==> src/rtl/memory_pkg.sv <==
// Shared types and helpers for the memory_2p simple-dual-port memory.
package memory_pkg;

    typedef enum logic [0:0] {
        CLEAR = 1'b0,
        READY = 1'b1
    } state_t;

    localparam int MAX_LATENCY = 3;
    localparam int MERGE_W     = 256;

    // Lane-wise merge: bits of lanes whose enable is set come from new_w, the rest from old_w.
    function automatic logic [MERGE_W-1:0] merge(
        input logic [MERGE_W-1:0] old_w,
        input logic [MERGE_W-1:0] new_w,
        input logic [MERGE_W-1:0] be,
        input int                 byte_w
    );
        logic [MERGE_W-1:0] res;
        res = old_w;
        for (int i = 0; i < MERGE_W; i++) begin
            if (be[i / byte_w]) begin
                res[i] = new_w[i];
            end else begin
                res[i] = old_w[i];
            end
        end
        return res;
    endfunction

endpackage

==> src/rtl/memory_2p_chk.sv <==
// Elaboration-time legality checks for memory_2p parameters.
module memory_2p_chk
    import memory_pkg::*;
#(
    parameter int WIDTH   = 16,
    parameter int BYTE_W  = 8,
    parameter int LATENCY = 1
) ();

    if ((LATENCY < 1) || (LATENCY > MAX_LATENCY)) begin : g_bad_latency
        $error("memory_2p: LATENCY must be in 1..3");
    end

    if ((WIDTH % BYTE_W) != 0) begin : g_bad_width
        $error("memory_2p: WIDTH must be a multiple of BYTE_W");
    end

endmodule

==> src/rtl/memory_2p_rdpipe.sv <==
// Read pipeline: carries {valid, data} through LATENCY stages; output data holds between valid pulses.
module memory_2p_rdpipe #(
    parameter int WIDTH   = 16,
    parameter int LATENCY = 1
) (
    input  logic             clk,
    input  logic             reset,
    input  logic             in_valid,
    input  logic [WIDTH-1:0] in_data,
    output logic             out_valid,
    output logic [WIDTH-1:0] out_data
);

    logic [LATENCY-1:0] vld_q, vld_d;
    logic [WIDTH-1:0]   tail_s;
    logic [WIDTH-1:0]   out_q, out_d;

    // Valid shift chain and final data stage next-state.
    always_comb begin
        vld_d    = '0;
        vld_d[0] = in_valid;
        for (int i = 1; i < LATENCY; i++) begin
            vld_d[i] = vld_q[i-1];
        end
        if (vld_d[LATENCY-1]) begin
            out_d = tail_s;
        end else begin
            out_d = out_q;
        end
    end

    if (LATENCY > 1) begin : g_mid
        logic [WIDTH-1:0] mid_q [LATENCY-1];
        logic [WIDTH-1:0] mid_d [LATENCY-1];

        // Intermediate data stages shift freely; only the final stage is qualified.
        always_comb begin
            mid_d[0] = in_data;
            for (int i = 1; i < LATENCY - 1; i++) begin
                mid_d[i] = mid_q[i-1];
            end
        end

        // Intermediate data registers carry no reset.
        always_ff @(posedge clk) begin
            mid_q <= mid_d;
        end

        assign tail_s = mid_q[LATENCY-2];
    end else begin : g_direct
        assign tail_s = in_data;
    end

    // Valid bits and the output data stage reset to zero.
    always_ff @(posedge clk or posedge reset) begin
        if (reset) begin
            vld_q <= '0;
            out_q <= '0;
        end else begin
            vld_q <= vld_d;
            out_q <= out_d;
        end
    end

    assign out_valid = vld_q[LATENCY-1];
    assign out_data  = out_q;

endmodule

==> src/rtl/memory_2p.sv <==
// Simple-dual-port word memory with byte enables, read pipeline and post-reset clear.
// Define MEMORY_2P_BYPASS_EN for write-first same-address behaviour (read-first otherwise).
module memory_2p
    import memory_pkg::*;
#(
    parameter  int WIDTH   = 16,
    parameter  int SIZE    = 64,
    parameter  int BYTE_W  = 8,
    parameter  int LATENCY = 1,
    localparam int LOGSIZE = $clog2(SIZE),
    localparam int NBE     = WIDTH / BYTE_W
) (
    input  logic               clk,
    input  logic               reset,
    input  logic               wr_en,
    input  logic [LOGSIZE-1:0] wr_addr,
    input  logic [WIDTH-1:0]   wr_data,
    input  logic [NBE-1:0]     wr_be,
    input  logic               rd_en,
    input  logic [LOGSIZE-1:0] rd_addr,
    output logic [WIDTH-1:0]   rd_data,
    output logic               rd_valid,
    output logic               busy
);

    localparam logic [LOGSIZE:0]   SIZE_L    = (LOGSIZE + 1)'(SIZE);
    localparam logic [LOGSIZE-1:0] LAST_ADDR = LOGSIZE'(SIZE - 1);

    state_t             state_q, state_d;
    logic [LOGSIZE-1:0] clr_cnt_q, clr_cnt_d;
    logic [WIDTH-1:0]   mem_q [SIZE];

    logic               mem_we_s;
    logic [LOGSIZE-1:0] mem_waddr_s;
    logic [WIDTH-1:0]   mem_wdata_s;
    logic [NBE-1:0]     mem_wbe_s;
    logic               pipe_vld_s;
    logic [WIDTH-1:0]   pipe_dat_s;
    logic [WIDTH-1:0]   rd_word_s;
    logic               wr_ok_s, rd_ok_s;

    assign wr_ok_s = ({1'b0, wr_addr} < SIZE_L);
    assign rd_ok_s = ({1'b0, rd_addr} < SIZE_L);

`ifdef MEMORY_2P_BYPASS_EN
    logic [MERGE_W-1:0] fwd_s;

    // Write-first forwarding: same-address read sees the lane-merged write data.
    always_comb begin
        fwd_s = merge(MERGE_W'(mem_q[rd_addr]), MERGE_W'(wr_data), MERGE_W'(wr_be), BYTE_W);
        if (wr_en && wr_ok_s && (wr_addr == rd_addr)) begin
            rd_word_s = fwd_s[WIDTH-1:0];
        end else begin
            rd_word_s = mem_q[rd_addr];
        end
    end
`else
    assign rd_word_s = mem_q[rd_addr];
`endif

    // Clear/ready sequencing, write-port steering and read-request launch.
    always_comb begin
        state_d     = state_q;
        clr_cnt_d   = clr_cnt_q;
        mem_we_s    = 1'b0;
        mem_waddr_s = wr_addr;
        mem_wdata_s = wr_data;
        mem_wbe_s   = wr_be;
        pipe_vld_s  = 1'b0;
        pipe_dat_s  = '0;
        case (state_q)
            CLEAR: begin
                mem_we_s    = 1'b1;
                mem_waddr_s = clr_cnt_q;
                mem_wdata_s = '0;
                mem_wbe_s   = '1;
                if (clr_cnt_q == LAST_ADDR) begin
                    state_d   = READY;
                    clr_cnt_d = '0;
                end else begin
                    clr_cnt_d = clr_cnt_q + LOGSIZE'(1);
                end
            end
            READY: begin
                mem_we_s   = wr_en && wr_ok_s;
                pipe_vld_s = rd_en;
                if (rd_en && rd_ok_s) begin
                    pipe_dat_s = rd_word_s;
                end else begin
                    pipe_dat_s = '0;
                end
            end
            default: begin
                state_d   = CLEAR;
                clr_cnt_d = '0;
            end
        endcase
    end

    // Control state registers.
    always_ff @(posedge clk or posedge reset) begin
        if (reset) begin
            state_q   <= CLEAR;
            clr_cnt_q <= '0;
        end else begin
            state_q   <= state_d;
            clr_cnt_q <= clr_cnt_d;
        end
    end

    // Storage array: byte-lane writes, contents established by the clear sequence.
    always_ff @(posedge clk) begin
        if (mem_we_s) begin
            for (int i = 0; i < NBE; i++) begin
                if (mem_wbe_s[i]) begin
                    mem_q[mem_waddr_s][i*BYTE_W +: BYTE_W] <= mem_wdata_s[i*BYTE_W +: BYTE_W];
                end
            end
        end
    end

    assign busy = (state_q == CLEAR);

    memory_2p_rdpipe #(
        .WIDTH   (WIDTH),
        .LATENCY (LATENCY)
    ) u_rdpipe (
        .clk       (clk),
        .reset     (reset),
        .in_valid  (pipe_vld_s),
        .in_data   (pipe_dat_s),
        .out_valid (rd_valid),
        .out_data  (rd_data)
    );

    memory_2p_chk #(
        .WIDTH   (WIDTH),
        .BYTE_W  (BYTE_W),
        .LATENCY (LATENCY)
    ) u_chk ();

endmodule

==> config.mk <==
export PLATFORM = sky130hd
export DESIGN_NAME = memory_2p
export DESIGN_NICKNAME = d
export VERILOG_FILES = /design/src/rtl/memory_pkg.sv /design/src/rtl/memory_2p_chk.sv /design/src/rtl/memory_2p_rdpipe.sv /design/src/rtl/memory_2p.sv
export SDC_FILE = /design/constraint.sdc
export NUM_CORES = 1
export LEC_CHECK = 0
export CAP_MARGIN = 10
export CORE_UTILIZATION = 60
export CTS_CLUSTER_DIAMETER = 80
export DETAILED_ROUTE_END_ITERATION = 6
export GPL_TIMING_DRIVEN = 0
export PLACE_DENSITY_LB_ADDON = 0.15
export SYNTH_ARGS = -nofsm -noshare
export SYNTH_HDL_FRONTEND = slang
export SYNTH_SLANG_ARGS = --single-unit
==> constraint.sdc <==
create_clock -name clk -period 2.57 [get_ports clk]
set_input_delay 0.771 -clock clk [delete_from_list [all_inputs] [get_ports clk]]
set_output_delay 0.771 -clock clk [all_outputs]
set_load 0.02 [all_outputs]
# After elaboration in Yosys (flattened, before gate mapping)
# Memories as Yosys holds them, arrays and structs flattened. A register that Yosys moved wholly into a read port is not among the register bits.
# Cells that the tools add are included.
# totals
ram_bits	1024
register_bits	8
word_cells	21
memories	1
inputBits	34
# mem_list
memory	depth	word_bits	rd	rd_ports_with_merged_regs	wr	line_no	rtl
mem_q	64	16	1	1	1	memory_2p.sv:31	logic [WIDTH-1:0] mem_q [SIZE];
# op_classes
eq_ne	1
addsub	1
n_mux	14
n_bitwise	1
# ops
operator	n
two-way mux 16 bit	1
two-way mux 6 bit	2
two-way mux 1 bit	9
adder 6 x 1 -> 6 bit, second input constant	1
equality test 6 bit, second input constant	1
two-way mux 2 bit	1
case mux 1 bit (2 select lines)	1
NOT 1 bit	1

# Depth between registers and ports, before layout
# logic_depth
ltp_word	4
depth_mapped	9
depth_no_buf	6

# Cells and area by module
# A second synthesis with hierarchy kept.
# hier_totals
hier_cells	1918
area_unflattened_um2	40827.9
# by_module_without_submodules
module	area_per_inst_um2	cells_each	n_inst
memory_2p	40149.8	1882	1
memory_2p_rdpipe	678.2	36	1

# Worst setup path before layout
# No wires, ideal clock.
# synth_path
path_kind	in2reg
start	in rd_addr[2]
end	reg u_rdpipe.out_q[9] (netlist: u_rdpipe.out_data[9]), read port of mem_q
cell_stages	7
n_path_buf	3
path_slack_ns	0.054
arrival_time_ns	2.390
cell_sequence	buf_2 > buf_2 > buf_2 > mux4_2 > a22oi_1 > nand4_1 > a221o_1
# synth_rtl
element	line_no	rtl
from (decl)	memory_2p.sv:20	input logic [LOGSIZE-1:0] rd_addr,
to (decl)	memory_2p_rdpipe.sv:16	logic [WIDTH-1:0] out_q, out_d;

==> results.yml <==
floorplan:
  start_util: 0.606
  rows: 95
  die_area_um2: 68700
  die_h_um: 262
  die_w_um: 262
  io_pins: 52
  core_um2: 67000
global_route:
  grt_max_degree: 45
  overflow: 0
  antenna_found_initial: 4
  grt_pass1_wl_mm: 145
  grt_pass1_vias: 21400
  grt_usage: 0.305
power:
  internal-power_w: 0.0266
  ir_worst_vdd_uv: 674
  p_sw_w: 0.00685
  pwr-share-clk: 0.419
  switching_share: 0.205
  power_frac_comb: 0.029
  power_density_nw_per_um2: 702
  static-leakage-power_nw: 12.7
  seqPwrFrac: 0.551
timing:
  setup_viol: 9
  worst_slack_ps: -95.2
  slew_viol_final: 0
  period_share: 1.04
  worstMarginPinSlew_ps: 1040
  slew_headroom: 0.305
  grt_setup_unrepaired: "yes"
  hold_ws_ps: 521
  finalHoldViolCount: 0
  skew_ps: 28.6
  min_period_ps: 2670
  timing.fmax_mhz: 375
placed_design:
  dp_hpwl_mm: 67.3
  pre_cts_ws_ps: -1720
  io_buffers: 48
  place_congestion: 0.870
  place_inst: 2930
critical_path:
  crit_path_frequent_cell: "buf_6"
  crit_chain: "buf_6 > buf_6 > buf_6 > mux4_2 > a22oi_2 > nand4_1 > a221o_1"
  ff2ff_setup_slack_ps: 30
  crit_fanout: 10
  critPathKind: "in2reg"
  start_kind: "primary input"
  crit_slowest_cell: "mux4_2"
  endpoint_kind: "register"
  worstPathArrival_ps: 3190
  cp.required_ps: 3100
  cpPeakStageDelay_ps: 560
clock_tree:
  clkLatencyLatePin_ps: 670
  hold_buffers: 0
  cts_sinks: 1048
  cts_made_buffers: 101
  clock_path_buffers: 3
  cts_tree: "built"
  root_buffer: "clkbuf_16"
  htree_num_levels: 3
  clk_pin_slew_ps: 60
route:
  routed_via_density: 6.67
  totalWireLength_mm: 102
  drt_iter0_markers: 2471
  dr_wl_met3_mm: 9.44
  route.detailed.wl_per_inst_um: 32.3
  m1WireLength_mm: 37.3
  dr.max_layer_used: "met5"
  drt_pass1_iterations: 5
  wl_met2_mm: 49.7
  ant_nets: 0
  remaining_drc_errors: 0
  vias: 21000
final_layout:
  stdcell_count: 3142
  final_core_utilization: 0.711
  syn_to_final_growth_pct: 17.4
  nFillCells: 3961
  drive_gt1_frac: 0.306
  num-nets-final: 2221
run:
  cap_violations: 0
yosys:
  synthCells: 1993
  synth-main-ff-cell: "edfxtp_1"
  syn_nets: 2028
  synth_enable_flop_cells: 1024
  synth_seq_cells: 1048
  syn_avg_cell_area_um2: 20.4
  ys_async_sr_fraction: 0.0229
  synth.cell_area_um2: 40600
  ys_types: 39
  ys_warn_count: 0
  yosysSeqAreaShare: 0.772
run_status:
  violations: "negative setup slack"
  outcome: "finished, violations left"
min_path:
  hp-class: "reg2reg"
## cell usage in the layout, fill, tap and decap left out, types with 25 or more instances in the layout
cell type,count
edfxtp_1,1024
mux4_2,192
mux2i_1,146
nor2_4,129
clkbuf_16,105
a22oi_1,69
clkdlybuf4s50_1,45
clkbuf_1,40
nand3_1,38
buf_4,36
buf_12,35
o22ai_1,32
a22oi_2,27
a211oi_1,27
clkinv_2,26
buf_2,25
## cells in the mapped netlist, drive strengths merged (5+ instances only)
cell type  number  area (µm²)
a221o          16         160
and2           17         106
nor2          140         526
mux4          192        4320
dfrtp          24         601
nand3          38         190
a211oi         30         225
inv             5        18.8
nor2b          19         119
or3            18         113
o22ai          34         213
clkbuf         37         139
a22oi          96         721
nand4          16         100
buf            78         488
edfxtp       1024       30700
mux2i         146        1460
nand2          36         135
## flip-flops by register name, summed over array words and instances (netlist names)
register / flops
u_rdpipe.out_valid: 1
u_rdpipe.out_data: 16
mem_q: 1024
clr_cnt_q: 6
state_q: 1
## repair_timing
action                     4_1_cts  5_1_grt
hold endpoints to repair         0        0
resized for setup              439       32
buffers inserted                12       15
pin swaps                       33       13
cloned                           0        0
setup endpoints to repair     1350     1378
## layer usage
metal / vias up / GRT usage
li1: 8670 / -
met4: 4 / 0.151
met5: - / 0
met2: 1070 / 0.485
met1: 11000 / 0.396
met3: 223 / 0.0774
## power by group through the flow
stage / logic (W) / registers (W) / clock network, W
finish: 0.000980 / 0.0185 / 0.0140
global route: 0.00100 / 0.0185 / 0.0147
CTS: 0.000960 / 0.0185 / 0.0141
detailed placement: 0.000877 / 0.0188 / 0
global placement: 0.000865 / 0.0188 / 0
floorplan: 0.000515 / 0.0188 / 0
## metrics by stage
| stage | cell area, µm² | setup TNS, ps | power (W) |
|---|---|---|---|
| after floorplan | 40600 | 0 | 0.0193 |
| after global placement | 42200 | -2305540 | 0.0197 |
| after detailed placement | 42500 | -1179810 | 0.0197 |
| after CTS | 47300 | -52530 | 0.0335 |
| after global routing | 47700 | -16680 | 0.0342 |
| final | 47700 | -465 | 0.0335 |
## path summary, 6_finish.rpt
check / startpoint / endpoint / cells after the start
setup / recovery: rd_addr[0] / u_rdpipe.out_data[8] / 7
hold / removal: clr_cnt_q[2] / clr_cnt_q[2] / 1
setup reg to reg: state_q / mem_q[11][10] / 6
hold reg to reg: clr_cnt_q[2] / clr_cnt_q[2] / 1
max in group asynchronous: reset / u_rdpipe.out_data[10] / 2
min in group asynchronous: reset / u_rdpipe.out_valid / 2
## critical path: cells and delay by family
kind	cells	cell delay (ps)
buffers and inverters	3	680
and+or+nand+nor	1	440
muxes	1	560
AOI/OAI and AO/OA	2	720
## cell families (layout without fill, tap and decap cells)
logic type      count (synthesis)  after routing  synth area share
compound gates                187            187            0.0343
xor+xnor                        3              3          0.000647
fa+ha+maj                       1              1          0.000308
buf+inv                       120            395            0.0159
flops                        1048           1048             0.772
mux                           342            342             0.144
other cells                     0              1                 0
simple gates                  292            292            0.0333
## cell type report
class	instances	area, µm²	share of cell area
sequential	1048	31400	0.657
multi-input combinational	825	10000	0.210
clock buffer	132	2780	0.0583
timing repair buffer	91	1150	0.0241
tap	873	1090	0.0229
buffer	114	933	0.0196
clock inverter	53	327	0.00685
inverter	5	22.5	0.000472
antenna	1	2.50	0.0000525
Power figures use the tool's default switching activity.
